==> config.mk <==
export PLATFORM = sky130hd
export DESIGN_NAME = sensor_conditioner_flat
export DESIGN_NICKNAME = d
export VERILOG_FILES = /design/src/rtl/sensor_conditioner_if.sv /design/src/rtl/sensor_conditioner.sv /design/src/flat_wrapper.sv
export SDC_FILE = /design/constraint.sdc
export NUM_CORES = 1
export LEC_CHECK = 0
export CORE_MARGIN = 10
export CORE_UTILIZATION = 49
export DETAILED_ROUTE_END_ITERATION = 6
export PLACE_DENSITY = 0.74
export SYNTH_ARGS = -nofsm -noshare
export SYNTH_HDL_FRONTEND = slang
export SYNTH_SLANG_ARGS = --single-unit
==> constraint.sdc <==
create_clock -name clk -period 1.6 [get_ports clk]
set_input_delay 0.32 -clock clk [delete_from_list [all_inputs] [get_ports clk]]
set_output_delay 0.32 -clock clk [all_outputs]
set_load 0.02 [all_outputs]
==> src/rtl/sensor_conditioner_if.sv <==
// Sensor-side bundle for sensor_conditioner: raw contacts and temperature samples in,
// conditioned flags and temperature out.
interface sensor_conditioner_if;
  logic       raw_fd;
  logic       raw_rd;
  logic       raw_w;
  logic       raw_fa;
  logic [7:0] raw_temp;
  logic       temp_strobe;
  logic       SFD;
  logic       SRD;
  logic       SW;
  logic       SFA;
  logic [6:0] ST;
  logic       st_valid;

  modport master (
    output raw_fd, raw_rd, raw_w, raw_fa, raw_temp, temp_strobe,
    input  SFD, SRD, SW, SFA, ST, st_valid
  );

  modport slave (
    input  raw_fd, raw_rd, raw_w, raw_fa, raw_temp, temp_strobe,
    output SFD, SRD, SW, SFA, ST, st_valid
  );
endinterface

==> src/rtl/sensor_conditioner.sv <==
// Synchronizes and debounces door/window/fire contacts and saturates temperature samples.
// Define TEMP_AVG_EN to add a 4-sample moving-average filter on the temperature path.
module sensor_conditioner #(
  parameter int unsigned DEBOUNCE_CYCLES = 4,
  parameter int unsigned TEMP_MAX        = 127
) (
  input logic                 clk,
  input logic                 Rst,
  sensor_conditioner_if.slave bus_io
);

  localparam logic [3:0] CntMax     = 4'(DEBOUNCE_CYCLES);
  localparam logic [7:0] TempMaxRaw = 8'(TEMP_MAX);
  localparam logic [6:0] TempMaxSt  = 7'(TEMP_MAX);

  // Bit order for all contact vectors: 0 fd, 1 rd, 2 w, 3 fa.
  logic [3:0]      raw;
  logic [3:0]      sync1_q, sync2_q;
  logic [3:0]      flag_q, flag_d;
  logic [3:0][3:0] cnt_q, cnt_d;

  assign raw = {bus_io.raw_fa, bus_io.raw_w, bus_io.raw_rd, bus_io.raw_fd};

  always_comb begin
    flag_d = flag_q;
    cnt_d  = '0;
    for (int i = 0; i < 4; i++) begin
      if (sync2_q[i] != flag_q[i]) begin
        // Fire alarm asserts immediately; only its release is debounced.
        if (i == 3 && sync2_q[i]) begin
          flag_d[i] = 1'b1;
        end else if (cnt_q[i] + 4'd1 == CntMax) begin
          flag_d[i] = ~flag_q[i];
        end else begin
          cnt_d[i] = cnt_q[i] + 4'd1;
        end
      end
    end
  end

  always_ff @(posedge clk) begin
    if (!Rst) begin
      sync1_q <= '0;
      sync2_q <= '0;
      flag_q  <= '0;
      cnt_q   <= '0;
    end else begin
      sync1_q <= raw;
      sync2_q <= sync1_q;
      flag_q  <= flag_d;
      cnt_q   <= cnt_d;
    end
  end

  logic [6:0] sample;
  logic [6:0] st_q, st_d;
  logic       valid_q, valid_d;

  assign sample = (bus_io.raw_temp > TempMaxRaw) ? TempMaxSt : bus_io.raw_temp[6:0];

`ifdef TEMP_AVG_EN
  logic [3:0][6:0] buf_q, buf_d;
  logic [2:0]      fill_q, fill_d;
  logic [8:0]      sum;

  always_comb begin
    buf_d   = buf_q;
    fill_d  = fill_q;
    st_d    = st_q;
    valid_d = valid_q;
    if (bus_io.temp_strobe) begin
      buf_d = {buf_q[2:0], sample};
      if (fill_q != 3'd4) fill_d = fill_q + 3'd1;
    end
    sum = {2'b00, buf_d[0]} + {2'b00, buf_d[1]} + {2'b00, buf_d[2]} + {2'b00, buf_d[3]};
    // Output stays 0 until the buffer holds four real samples.
    if (bus_io.temp_strobe && fill_d == 3'd4) begin
      st_d    = sum[8:2];
      valid_d = 1'b1;
    end
  end

  always_ff @(posedge clk) begin
    if (!Rst) begin
      buf_q  <= '0;
      fill_q <= '0;
    end else begin
      buf_q  <= buf_d;
      fill_q <= fill_d;
    end
  end
`else
  always_comb begin
    st_d    = st_q;
    valid_d = valid_q;
    if (bus_io.temp_strobe) begin
      st_d    = sample;
      valid_d = 1'b1;
    end
  end
`endif

  always_ff @(posedge clk) begin
    if (!Rst) begin
      st_q    <= '0;
      valid_q <= 1'b0;
    end else begin
      st_q    <= st_d;
      valid_q <= valid_d;
    end
  end

  assign bus_io.SFD      = flag_q[0];
  assign bus_io.SRD      = flag_q[1];
  assign bus_io.SW       = flag_q[2];
  assign bus_io.SFA      = flag_q[3];
  assign bus_io.ST       = st_q;
  assign bus_io.st_valid = valid_q;

endmodule

==> src/flat_wrapper.sv <==
// flat-port wrapper written by rule: the top's interface ports become plain ports
module sensor_conditioner_flat 
#(
  parameter int unsigned DEBOUNCE_CYCLES = 4,
  parameter int unsigned TEMP_MAX        = 127
)
  (clk, Rst, bus_io_raw_fd, bus_io_raw_rd, bus_io_raw_w, bus_io_raw_fa, bus_io_raw_temp, bus_io_temp_strobe, bus_io_SFD, bus_io_SRD, bus_io_SW, bus_io_SFA, bus_io_ST, bus_io_st_valid);
  sensor_conditioner_if bus_io_i ();
  input logic clk;
  input logic Rst;
  input wire logic [$bits(bus_io_i.raw_fd)-1:0] bus_io_raw_fd;
  input wire logic [$bits(bus_io_i.raw_rd)-1:0] bus_io_raw_rd;
  input wire logic [$bits(bus_io_i.raw_w)-1:0] bus_io_raw_w;
  input wire logic [$bits(bus_io_i.raw_fa)-1:0] bus_io_raw_fa;
  input wire logic [$bits(bus_io_i.raw_temp)-1:0] bus_io_raw_temp;
  input wire logic [$bits(bus_io_i.temp_strobe)-1:0] bus_io_temp_strobe;
  output wire logic [$bits(bus_io_i.SFD)-1:0] bus_io_SFD;
  output wire logic [$bits(bus_io_i.SRD)-1:0] bus_io_SRD;
  output wire logic [$bits(bus_io_i.SW)-1:0] bus_io_SW;
  output wire logic [$bits(bus_io_i.SFA)-1:0] bus_io_SFA;
  output wire logic [$bits(bus_io_i.ST)-1:0] bus_io_ST;
  output wire logic [$bits(bus_io_i.st_valid)-1:0] bus_io_st_valid;
  assign bus_io_i.raw_fd = bus_io_raw_fd;
  assign bus_io_i.raw_rd = bus_io_raw_rd;
  assign bus_io_i.raw_w = bus_io_raw_w;
  assign bus_io_i.raw_fa = bus_io_raw_fa;
  assign bus_io_i.raw_temp = bus_io_raw_temp;
  assign bus_io_i.temp_strobe = bus_io_temp_strobe;
  assign bus_io_SFD = bus_io_i.SFD;
  assign bus_io_SRD = bus_io_i.SRD;
  assign bus_io_SW = bus_io_i.SW;
  assign bus_io_SFA = bus_io_i.SFA;
  assign bus_io_ST = bus_io_i.ST;
  assign bus_io_st_valid = bus_io_i.st_valid;
  sensor_conditioner #(.DEBOUNCE_CYCLES(DEBOUNCE_CYCLES), .TEMP_MAX(TEMP_MAX)) u_core (.clk(clk), .Rst(Rst), .bus_io(bus_io_i));
endmodule
* Word-level counts from Yosys, hierarchy flattened
Index checks and enable logic that the tools add are counted.
Storage, ports and cells: register bits 36, input bits 15, logic and storage cells 46
Operators by class: add/sub/neg operators 4, magnitude comparators 1, equal/unequal tests 8, mux-type cells 3, bitwise operators 9, reduce and logical (&&, ||, !) cells 9
Operators with widths (number):
- adder 4 x 1 -> 4 bit, second input constant | 4
- == test 4 x 3 -> 1 bit, second input constant | 4
- inverter 1 bit | 9
- OR reduction 3 bit | 3
- > comparator 8 x 7 -> 1 bit, second input constant | 1
- AND reduction 2 bit | 4
- 2-to-1 mux 7 bit | 1
- != test 1 bit | 4
- OR reduction 4 bit | 1
- 2-to-1 mux 1 bit | 2
- nonzero test 2 bit | 1

* Longest topological paths before layout
word-level depth 4, gate-level depth with buffers 4, mapped depth without buffers 4

* Worst setup path after synthesis
No wires, ideal clock.
path type reg2reg, start point register u_core.flag_q[3], end point register u_core.cnt_q[14] in the netlist's numbering, library setup time 0.064 ns, data arrival time 1.339 ns, data required time 1.536 ns, path slack 0.197 ns, cell stages (with the launch flop) 4, buffers on the path 0, period minus slack after synthesis 1.403 ns, cells stage by stage dfxtp_1 > ha_1 > or4b_4 > nor2_1
On the way: longest elaborated chain between the ends 3
RTL lines:
- start: declaration | RTL line sensor_conditioner.sv:19 | logic [3:0] flag_q, flag_d;
- start signal: assignment | RTL line sensor_conditioner.sv:50 | flag_q <= flag_d;
- != test 1 bit | RTL line sensor_conditioner.sv:28 | if (sync2_q[i] != flag_q[i]) begin
- inverter 1 bit (no line)
- OR reduction 4 bit (no line)
- end signal: assignment | RTL line sensor_conditioner.sv:51 | cnt_q <= cnt_d;
- end: declaration | RTL line sensor_conditioner.sv:20 | logic [3:0][3:0] cnt_q, cnt_d;
No other way between the ends. A chain may end at the register's enable or synchronous reset.

* Worst setup path after layout
start point register u_core.flag_q[3], end point output bus_io_SFA
RTL lines:
- end: declaration | RTL line flat_wrapper.sv:20 | output wire logic [$bits(bus_io_i.SFA)-1:0] bus_io_SFA;
No word-level cell between the ends.

==> run summary <==
Yosys cell types = 22
routed len/inst = 12.34 um
clock power share = 31.2%
H-tree depth reported by CTS = 2
syn nets = 136
Design Power = 1.553 mW
max incr delay on CP = 0.39 ns
period utilization = 87.17%
initial antenna violation count = 0
Gate Count Post-Synth = 116
Setup Viol. Count Final = 0
Slew @ Worst Pin = 0.3187 ns
Slew Viols, Final = 0
most common cell after layout, fill and taps aside = dfxtp_1
crit-path cells = dlygate4sd2_1
share of layout cells above drive strength 1 = 12.84%
largest fanout on the critical path = 3
fill cell count = 204
P&R area growth vs syn = 26.58%
Layout Nets = 167
CP max stage cell = dfxtp_1
Vias = 864
first-pass GRT wire length = 3808 um
Hold Vio Cnt, Final = 0
pre-CTS setup slack = 0.1388 ns
DRT Pass-1 Iters = 3
Worst slew margin = 78.71%
fin util = 65.07%
RSZ-0062 raised after global routing = no
PnR worst setup slack = 0.2052 ns
dpl cells = 170
post-synthesis sequential area ratio = 56.09%
Pwr Density = 954.9 nW/um2
final instance area = 1627 um2
worst vdd ir = 777.5 uV
Total Neg Setup Slack = 0 ns
Overflow after GRT = 0
crit end category = output port
largest net degree at the start of global routing = 27
Comb pwr share = 8.4%
Root Driver = clkbuf_4
Avg Cell Area, Syn = 11.08 um2
TritonCTS Buffers = 5
Yosys reg bits = 36
maxcap violations = 0
Worst setup SP type = flop
cell family with most CP delay = flip-flops
Post-CTS Setup Inserts = 0
Num Clock Sinks = 36
CTS Hold Bufs = 0
placed inst area = 1580 um2
deepest clock path buffer count = 2
Placement Rows = 18
CTS tree = built
CP Data Required Time = 1.28 ns
switching share of power = 22.33%
worst path arrival time = 1.07 ns
static leakage = 0.7174 nW
post-synthesis cell area = 1285 um2
die height = 71.21 um
Tmin final = 1.395 ns
area leader, netlist = dfxtp_1
Final ANT Viol Nets = 0
port buffer count = 26
clock-pin slew on the worst setup and hold paths = 0.10 ns
WHS = 0.4431 ns
Flop pwr share = 60.4%
area share of the largest cell type after synthesis = 56.09%
ant diodes = 0
most frequent cells in the layout = dfxtp_1, nor2_1, clkdlybuf4s50_1
# IOs = 27
Routed Wire Length = 2196 um
Synth area leaders = dfxtp_1, o221a_2, ha_1
Clock Latency Late Sink = 0.33 ns
DRT iter0 DRCs = 23
Die X = 71.21 um
Yosys warning count = 0
Crit Path Class = reg -> out
DIE AREA = 5071 um2
total track usage = 9.081%
P_int = 1.206 mW
gpl congestion = 0.6809
WP buf/inv = 1
drt via density = 4.854
sw power = 0.3469 mW
drt drc = 0
Final HPWL DP = 1680 um
Clock Skew = 0.008391 ns
core footprint = 2500 um2
Initial Utilization = 51.40%
Post-Layout Cell Count = 178
vias in the first global route = 876
Fmax = 0.7170 GHz
run status = finished clean
hold crit path type = reg -> reg
-- cell usage after synthesis --
master and number:
dfxtp_1 36, nor2_1 14, and2_1 8, o221a_2 7
xnor2_1 6, ha_1 5, inv_1 5, nand3_1 5
xor2_1 5, mux2i_1 4, nor2b_1 3, nor3b_1 3
and3_1 2, buf_2 2, clkbuf_1 2, nand2b_1 2
nand3b_1 2, nand2_1 1, o21a_1 1, o21bai_1 1
or3b_2 1, or4b_4 1
-- sequential cells by signal, summed over array words and instances, names as in the netlist --
| signal | cells |
|---|---|
| u_core.sync2_q | 4 |
| u_core.cnt_q | 16 |
| u_core.bus_io.st_valid | 1 |
| u_core.flag_q | 4 |
| u_core.sync1_q | 4 |
| u_core.bus_io.ST | 7 |
-- logic make-up (layout without fill, tap and decap cells) --
family | after synthesis | in the layout | share of synthesized area [%]
buffers and inverters | 9 | 41 | 2.824
multiplexers | 4 | 4 | 3.116
AND/OR/NAND/NOR | 42 | 42 | 18.30
XOR/XNOR | 11 | 11 | 7.497
adder cells (fa/ha/maj) | 5 | 5 | 4.869
flip-flops | 36 | 36 | 56.09
AO/OA/AOI/OAI | 9 | 9 | 7.304
-- power by group through the flow --
stage	Combinational, mW	Sequential, mW	Clock [mW]
after detailed placement	0.142	0.959	0
after CTS	0.132	0.938	0.508
after global placement	0.140	0.958	0
final	0.130	0.938	0.485
after floorplan	0.0476	0.976	0
after global routing	0.142	0.942	0.539
-- what timing repair did --
| action | 4_1_cts | 5_1_grt |
|---|---|---|
| endpoints found under the hold margin | 0 | 0 |
| setup endpoints to repair | 12 | 0 |
| resized for setup | 12 | 0 |
-- cell type report --
class | count | area, um2 | share of cell area (%)
tap | 30 | 37.54 | 2.308
sequential | 36 | 720.7 | 44.31
multi-input combinational | 71 | 528.0 | 32.46
clock inverter | 2 | 10.01 | 0.6154
clock buffer | 6 | 51.30 | 3.154
inverter | 5 | 18.77 | 1.154
timing repair buffer | 28 | 260.3 | 16.00
-- path summary, 6_finish.rpt --
path | startpoint | to | slack (ns) | depth (start not counted)
worst max-delay path | u_core.flag_q[3] | bus_io_SFA | 0.21 | 1
worst min register to register | u_core.sync1_q[3] | u_core.sync2_q[3] | 0.44 | 1
worst max register to register | u_core.sync2_q[3] | u_core.cnt_q[12] | 0.21 | 4
worst min-delay path | u_core.sync1_q[3] | u_core.sync2_q[3] | 0.44 | 1
-- routing by layer --
metal	global-route usage [%]	share of wire, %	vias to the layer above
met3	3.994	5.1	7
met4	4.516	2.1	0
met2	14.51	45	14
li1	-	-	454
met1	10.02	47	389
met5	0	0	-
(Power assumes the default switching activity.)
